==> src/rtl/adder_pkg.sv <==
// Shared definitions for the digit-serial adder: FSM encoding and the
// derived digit-count / counter-width helpers used at elaboration time.
package adder_pkg;

  typedef enum logic {
    IDLE = 1'b0,
    RUN  = 1'b1
  } state_t;

  // Number of digits needed to cover a full operand.
  function automatic int ndig(input int width, input int digit);
    return width / digit;
  endfunction

  // Digit counter width; never zero so NDIG=1 still gets a legal vector.
  function automatic int cnt_width(input int width, input int digit);
    int n;
    n = width / digit;
    return (n > 1) ? $clog2(n) : 1;
  endfunction

endpackage

==> src/rtl/digit_adder.sv <==
// Combinational DIGIT-bit ripple adder; also exposes the carry into its top
// bit so the caller can form signed overflow on the final digit.
module digit_adder #(
  parameter int DIGIT = 4
) (
  input  logic [DIGIT-1:0] x,
  input  logic [DIGIT-1:0] y,
  input  logic             ci,
  output logic [DIGIT-1:0] s,
  output logic             co,
  output logic             c_msb
);

  logic [DIGIT:0] c;

  assign c[0] = ci;

  for (genvar i = 0; i < DIGIT; i++) begin : g_cell
    assign s[i]   = x[i] ^ y[i] ^ c[i];
    assign c[i+1] = (x[i] & y[i]) | (c[i] & (x[i] ^ y[i]));
  end

  assign co    = c[DIGIT];
  assign c_msb = c[DIGIT-1];

endmodule

==> src/rtl/serial_adder.sv <==
// Digit-serial two's-complement adder/subtractor: WIDTH-bit operands are
// consumed DIGIT bits per clock, LSB digit first, with a start/busy/done handshake.
module serial_adder
  import adder_pkg::*;
#(
  parameter int WIDTH = 32,
  parameter int DIGIT = 4
) (
  input  logic             clk,
  input  logic             rst,
  input  logic             start,
  input  logic             sub,
  input  logic             cin,
  input  logic [WIDTH-1:0] a,
  input  logic [WIDTH-1:0] b,
  output logic             busy,
  output logic             done,
  output logic [WIDTH-1:0] sum,
  output logic             cout,
  output logic             ovf
);

  if (DIGIT < 1 || DIGIT > WIDTH || (WIDTH % DIGIT) != 0) begin : g_bad_cfg
    $error("serial_adder: WIDTH=%0d must be a positive multiple of DIGIT=%0d", WIDTH, DIGIT);
  end

  localparam int NDIG = ndig(WIDTH, DIGIT);
  localparam int CW   = cnt_width(WIDTH, DIGIT);
  localparam logic [CW-1:0] LAST = CW'(NDIG - 1);

  state_t           state;
  logic [CW-1:0]    cnt;
  logic             carry;
  logic [WIDTH-1:0] opa;
  logic [WIDTH-1:0] opb;
  logic [WIDTH-1:0] acc;

  logic [DIGIT-1:0] dsum;
  logic             dco;
  logic             dcm;
  logic [WIDTH-1:0] acc_next;

  digit_adder #(.DIGIT(DIGIT)) u_digit (
    .x    (opa[DIGIT-1:0]),
    .y    (opb[DIGIT-1:0]),
    .ci   (carry),
    .s    (dsum),
    .co   (dco),
    .c_msb(dcm)
  );

  // New digit enters at the MSB end; after NDIG shifts the word is aligned.
  assign acc_next = WIDTH'({dsum, acc} >> DIGIT);

  // NOTE: the operand/partial-sum shift registers carry no reset; their
  // contents are always reloaded at accept and never observed before then.
  always_ff @(posedge clk) begin
    if (state == IDLE && start) begin
      opa <= a;
      opb <= b ^ {WIDTH{sub}};
    end else if (state == RUN) begin
      opa <= opa >> DIGIT;
      opb <= opb >> DIGIT;
      acc <= acc_next;
    end
  end

  // NOTE: all state is updated with non-blocking assignments so every
  // register samples the pre-edge values of the others, as the hardware does.
  always_ff @(posedge clk) begin
    if (rst) begin
      state <= IDLE;
      busy  <= 1'b0;
      done  <= 1'b0;
      sum   <= '0;
      cout  <= 1'b0;
      ovf   <= 1'b0;
      cnt   <= '0;
      carry <= 1'b0;
    end else begin
      done <= 1'b0;
      case (state)
        IDLE: begin
          if (start) begin
            state <= RUN;
            busy  <= 1'b1;
            cnt   <= '0;
            // Subtraction is a + ~b + 1 - borrow, so the initial carry is cin^sub.
            carry <= cin ^ sub;
          end
        end
        RUN: begin
          carry <= dco;
          cnt   <= cnt + CW'(1);
          if (cnt == LAST) begin
            state <= IDLE;
            busy  <= 1'b0;
            done  <= 1'b1;
            sum   <= acc_next;
            cout  <= dco;
            ovf   <= dcm ^ dco;
            cnt   <= '0;
          end
        end
      endcase
    end
  end

endmodule

==> config.mk <==
export PLATFORM = sky130hd
export DESIGN_NAME = serial_adder
export DESIGN_NICKNAME = d
export VERILOG_FILES = /design/src/rtl/adder_pkg.sv /design/src/rtl/digit_adder.sv /design/src/rtl/serial_adder.sv
export SDC_FILE = /design/constraint.sdc
export NUM_CORES = 1
export LEC_CHECK = 0
export ABC_AREA = 1
export BUFFER_PORTS_ARGS = -buffer_cell sky130_fd_sc_hd__buf_2
export CAP_MARGIN = 40
export CORE_MARGIN = 3
export CORE_UTILIZATION = 50
export DETAILED_ROUTE_END_ITERATION = 8
export PLACE_DENSITY = 0.73
export SETUP_SLACK_MARGIN = 0.1
export SYNTH_ARGS = -nofsm -noshare
export SYNTH_HDL_FRONTEND = slang
export SYNTH_HIERARCHICAL = 1
export SYNTH_SLANG_ARGS = --single-unit
==> constraint.sdc <==
create_clock -name clk -period 2.2 [get_ports clk]
set_input_delay 0.44 -clock clk [delete_from_list [all_inputs] [get_ports clk]]
set_output_delay 0.44 -clock clk [all_outputs]
set_load 0.01 [all_outputs]
# After elaboration in Yosys (flattened, before gate mapping)
# Cells that the tools add are included.
[word_totals]
reg_bits = 137
in_bits = 69
output_inout_bits = 36
[op_classes]
add_sub_neg = 1
n_eq_ne = 3
n_mux = 16
bitwise_logic = 25
reduce_logical = 6
[ops]
columns = ["op", "n"]
rows = [
  ["$mux 32", 4],
  ["$xor 32x32->32", 1],
  ["$xor 1x1->1", 10],
  ["$and 1x1->1", 8],
  ["$mux 1", 6],
  ["$mux 3", 2],
  ["$pmux 1 s2", 3],
  ["$pmux 3 s2", 1],
  ["$reduce_and 2->1", 3],
  ["$or 1x1->1", 4],
  ["$add 3x1->3 const B", 1],
  ["$eq 3x3->1 const B", 1],
  ["$ne 2x1->1 const B", 1],
  ["$ne 2x2->1 const B", 1],
  ["$not 1->1", 2],
  ["$reduce_bool 2->1", 1],
  ["$reduce_or 2->1", 1],
  ["$logic_and 1x1->1", 1],
]

# Longest topological paths before layout
[depth]
ltp_word = 10
depth_mapped = 10
ltp_nobuf = 10

# Cells and area by module
# Netlist, hierarchy kept.
[modules_own_cells]
columns = ["mod", "instances", "cells_each", "area_per_inst_um2", "seq_area_each_um2"]
rows = [
  ["serial_adder", 1, 485, 5327.6, 3583.4],
  ["digit_adder", 1, 12, 110.1, 0.0],
]

# Least setup slack after synthesis
# Ideal clock, no wire load.
[synth_path]
path_kind = "reg-to-reg"
from = "register state"
to = "register opa[0], enable pin"
setup_time_ps = 418
arrival_time_ps = 1794
t_required_ps = 1782
path_slack_ps = -13
path_stages_with_launch = 4
path_buffers = 1
period_less_slack_ps = 2213
path_cell_list = "dfxtp_1 > buf_6 > nor2_1 > inv_1"
[synth_between]
elab_chain_cells = 3
[synth_lines]
columns = ["item", "line", "source"]
rows = [
  ["from (decl)", "serial_adder.sv:31", "state_t state;"],
  ["from (signal assigned)", "serial_adder.sv:72", "state <= IDLE;"],
  ["from (signal assigned)", "serial_adder.sv:85", "state <= RUN;"],
  ["from (signal assigned)", "serial_adder.sv:96", "state <= IDLE;"],
  ["$not 1->1", "-", ""],
  ["$logic_and 1x1->1", "serial_adder.sv:58", "if (state == IDLE && start) begin"],
  ["$reduce_bool 2->1 (no source line) (*)", "-", ""],
  ["to (signal assigned)", "serial_adder.sv:62", "opa <= opa >> DIGIT;"],
  ["to (decl)", "serial_adder.sv:34", "logic [WIDTH-1:0] opa;"],
]
# Every way passes the cells marked *; elsewhere a longest branch is shown, timed or not.
# A chain may end at the register's enable or synchronous reset.

# Worst setup path after layout
[layout_path]
from = "register opb[0]"
to = "register acc[31] (data pin)"
[layout_between]
elab_chain_cells = 8
word_cells_on_any_way = 9
[layout_lines]
columns = ["item", "line", "source"]
rows = [
  ["from (decl)", "serial_adder.sv:35", "logic [WIDTH-1:0] opb;"],
  ["from (signal assigned)", "serial_adder.sv:60", "opb <= b ^ {WIDTH{sub}};"],
  ["from (signal assigned)", "serial_adder.sv:63", "opb <= opb >> DIGIT;"],
  ["$xor 1x1->1", "digit_adder.sv:20", "assign c[i+1] = (x[i] & y[i]) | (c[i] & (x[i] ^ y[i]));"],
  ["$and 1x1->1", "digit_adder.sv:20", ""],
  ["$or 1x1->1 (*)", "digit_adder.sv:20", ""],
  ["$and 1x1->1 (*)", "digit_adder.sv:20", ""],
  ["$or 1x1->1 (*)", "digit_adder.sv:20", ""],
  ["$and 1x1->1 (*)", "digit_adder.sv:20", ""],
  ["$or 1x1->1 (*)", "digit_adder.sv:20", ""],
  ["via dcm", "serial_adder.sv:40", "logic dcm;"],
  ["$xor 1x1->1 (*)", "digit_adder.sv:19", "assign s[i] = x[i] ^ y[i] ^ c[i];"],
  ["via dsum[3]", "serial_adder.sv:38", "logic [DIGIT-1:0] dsum;"],
  ["to (signal assigned)", "serial_adder.sv:64", "acc <= acc_next;"],
  ["to (decl)", "serial_adder.sv:36", "logic [WIDTH-1:0] acc;"],
]
# Mark *: on every way through the listed nets, which the timed path passes. The rest lies on a longest branch.

==> flow_summary.yaml <==
timing:
  setup_viol: 0
  period_share_pct: 96.82
  max_freq_mhz: 469.5
  hold_viol: 0
  worst_pin_slew_ns: 0.6055
  period_needed_ns: 2.130
  relSlewSlack_pct: 59.58
  finClkSkew_ns: 0.01099
  setup_tns_ns: 0
  rsz0062_at_grt: "true"
  slew_violations: 0
  fin_ws_ns: 0.06986
floorplan:
  fp.dieArea_um2: 12160
  rows: 37
  core_um2: 10460
  die_w_um: 110.3
  initial_core_util_pct: 51.97
  io_pins: 105
  die_h_um: 110.3
routing:
  drt-initial-drc-count: 207
  viasPerCell: 4.821
  drc: 0
  postRouteAntennaNets: 0
  dr_total_vias: 3601
  routedWlPerCell_um: 12.91
  dr.pass1.iters: 4
  routed_wl_mm: 9.643
cells_and_area:
  final_area_um2: 6636
  areaGrowthSynthToFinish_pct: 22.04
  layoutNonFillerInstCount: 747
  fin_nets: 674
  fillerInstances: 851
  fin_util_pct: 63.43
  layout-drive-gt1-share_pct: 26.51
  antenna_cells: 0
placement:
  dp_worst_setup_slack_ns: -0.02251
  post-place-cells: 715
  placed_area_um2: 6011
  hpwl_mm: 6.286
  port_buffers: 104
  gp_congestion: 0.7444
synthesis:
  ys_seq_area_share_pct: 65.90
  ys.flop_type: "edfxtp_1"
  syn_area_per_cell_um2: 10.94
  syn_inst: 497
  synth_nets: 573
  synth-edff-count: 92
  async_flop_share_pct: 0
  synth_cell_types: 24
  synth_seq_cells: 133
  yosysWarnings: 6
  syn_area_um2: 5438
clock_tree:
  cts_buffers: 17
  clk_latency_ns: 0.51
  clockBufferDepth: 2
  clkTransAtPathRegs_ns: 0.06
  cts_tree: "built"
  htreeDepth: 4
  ctsHoldBuffers: 0
  cts_sinks: 133
  clk_root_buffer_cell: "clkbuf_8"
power_and_ir_drop:
  p_per_area_nw_per_um2: 955.3
  pwr-share-comb_pct: 8.2
  p_int_mw: 4.994
  pwr-share-clk_pct: 44.3
  switchingPower_mw: 1.346
  seqPwrFrac_pct: 47.5
  p_leak_nw: 2.839
  swShare_pct: 21.23
  ir_drop_mv: 0.7209
worst_setup_path:
  reg2reg_slack_ns: 0.07
  critPathLaunchType: "register"
  worstPathArrival_ns: 2.36
  path_class: "register to register"
  slowest_stage: "fa_2"
  cp_slowest_stage_delay_ns: 0.46
  cp.required_ns: 2.43
  worstPathMaxFanout: 2
  cp_common_cell: "fa_2"
  end_kind: "register"
  crit_chain: "fa_2, inv_2, fa_2, fa_2, inv_2, fa_2"
global_route:
  grt_pass1_vias: 3510
  grt_pass1_wl_mm: 15.50
  gr-usage-all-layers_pct: 16.65
  antenna_found_initial: 1
  grt_max_degree: 65
  globalRouteOverflowTotal: 0
min_path:
  hp-class: "input port to register"
status:
  outcome: "finished, final reports clean"
job:
  maxCapViolCount: 0
-- cell usage in the layout, fill, tap and decap left out, drive strengths merged --
cell type and count:
xnor2 33, nor2 76, bufinv 2, clkbuf 25, nand3 1, clkinv 3, nor3 1, buf 111
ha 3, edfxtp 92, nand2 127, a21oi 8, o21ai 61, clkinvlp 2, dfxtp 41, inv 21
fa 4
-- layer usage --
layer	share of wire (%)	track usage [%]	up-vias
met3	7.5	6.465	8
li1	-	-	1830
met4	0.96	4.925	2
met2	49	27.99	109
met1	42	19.91	1652
met5	0.13	0	-
-- path summary, 6_finish.rpt --
kind / endpoint / cells past startpoint / startpoint
worst min-delay path: opa[24]$_DFFE_PP_ / 3 / a[24]
worst max-delay path: acc[31]$_DFFE_PP_ / 6 / opb[0]$_DFFE_PP_
worst max register to register: acc[31]$_DFFE_PP_ / 6 / opb[0]$_DFFE_PP_
worst min register to register: acc[7]$_DFFE_PP_ / 0 / acc[11]$_DFFE_PP_
-- kinds of logic after synthesis --
kind of cell / share of synthesized area (%)
XOR/XNOR: 5.315
AND/OR/NAND/NOR: 14.47
flip-flops: 65.90
adder cells (fa/ha/maj): 2.163
buffers and inverters: 5.384
AO/OA/AOI/OAI: 6.765
-- per-stage QoR --
step	power [mW]	hold WS [ns]
final	6.340	0.2033
after global routing	6.599	0.1866
after CTS	6.393	0.1765
after global placement	3.538	0.4246
after floorplan	3.411	0.4208
after detailed placement	3.567	0.4288
-- power groups by stage --
stage	registers [mW]	clock network, mW	logic (mW)
2_1_floorplan	3.04	0	0.371
3_3_place_gp	3.06	0	0.483
3_5_place_dp	3.06	0	0.503
4_1_cts	3.02	2.86	0.513
5_1_grt	3.04	2.97	0.593
6_report	3.01	2.81	0.517
-- synthesized netlist by cell type, types with 2 or more instances --
master	count	area, µm²
nand2_1	126	473.0
dfxtp_1	41	820.8
fa_1	4	80.08
xnor2_1	33	289.0
o21ai_2	5	43.79
nor2_1	75	281.5
inv_1	18	67.56
buf_4	7	52.55
buf_2	2	10.01
a21oi_1	7	35.03
clkbuf_1	8	30.03
o21ai_1	26	130.1
ha_1	3	37.54
buf_6	9	101.4
clkbuf_4	2	15.01
inv_2	3	11.26
edfxtp_1	92	2763
o21ai_0	30	150.1
-- area by class of cell --
type / instances / area, µm² / area share (%)
Sequential cell: 133 / 3583 / 54.00
Tap cell: 136 / 170.2 / 2.564
Inverter: 21 / 82.58 / 1.244
Multi-Input combinational cell: 314 / 1585 / 23.89
Timing Repair Buffer: 111 / 610.6 / 9.201
Clock buffer: 25 / 515.5 / 7.768
Clock inverter: 7 / 88.84 / 1.339
-- flip-flops by register name, indices dropped and copies added (netlist names) --
name   cells
ovf        1
opa       32
busy       1
done       1
opb       32
carry      1
state      1
acc       28
sum       32
cout       1
cnt        3
-- worst max-delay path: cells and delay by family (launching register included) --
family | cells | cell delay (ns)
fa+ha+maj | 4 | 1.36
flops | 1 | 0.36
buf+inv | 2 | 0.14
-- timing repair --
item                                    in CTS  in global routing
gates cloned                                 0                  0
pin swaps                                    0                  2
endpoints found under the setup margin       4                  4
resized for setup                            5                  4
setup buffers                                0                  0
Note: power is estimated with default switching activity, not from simulation.
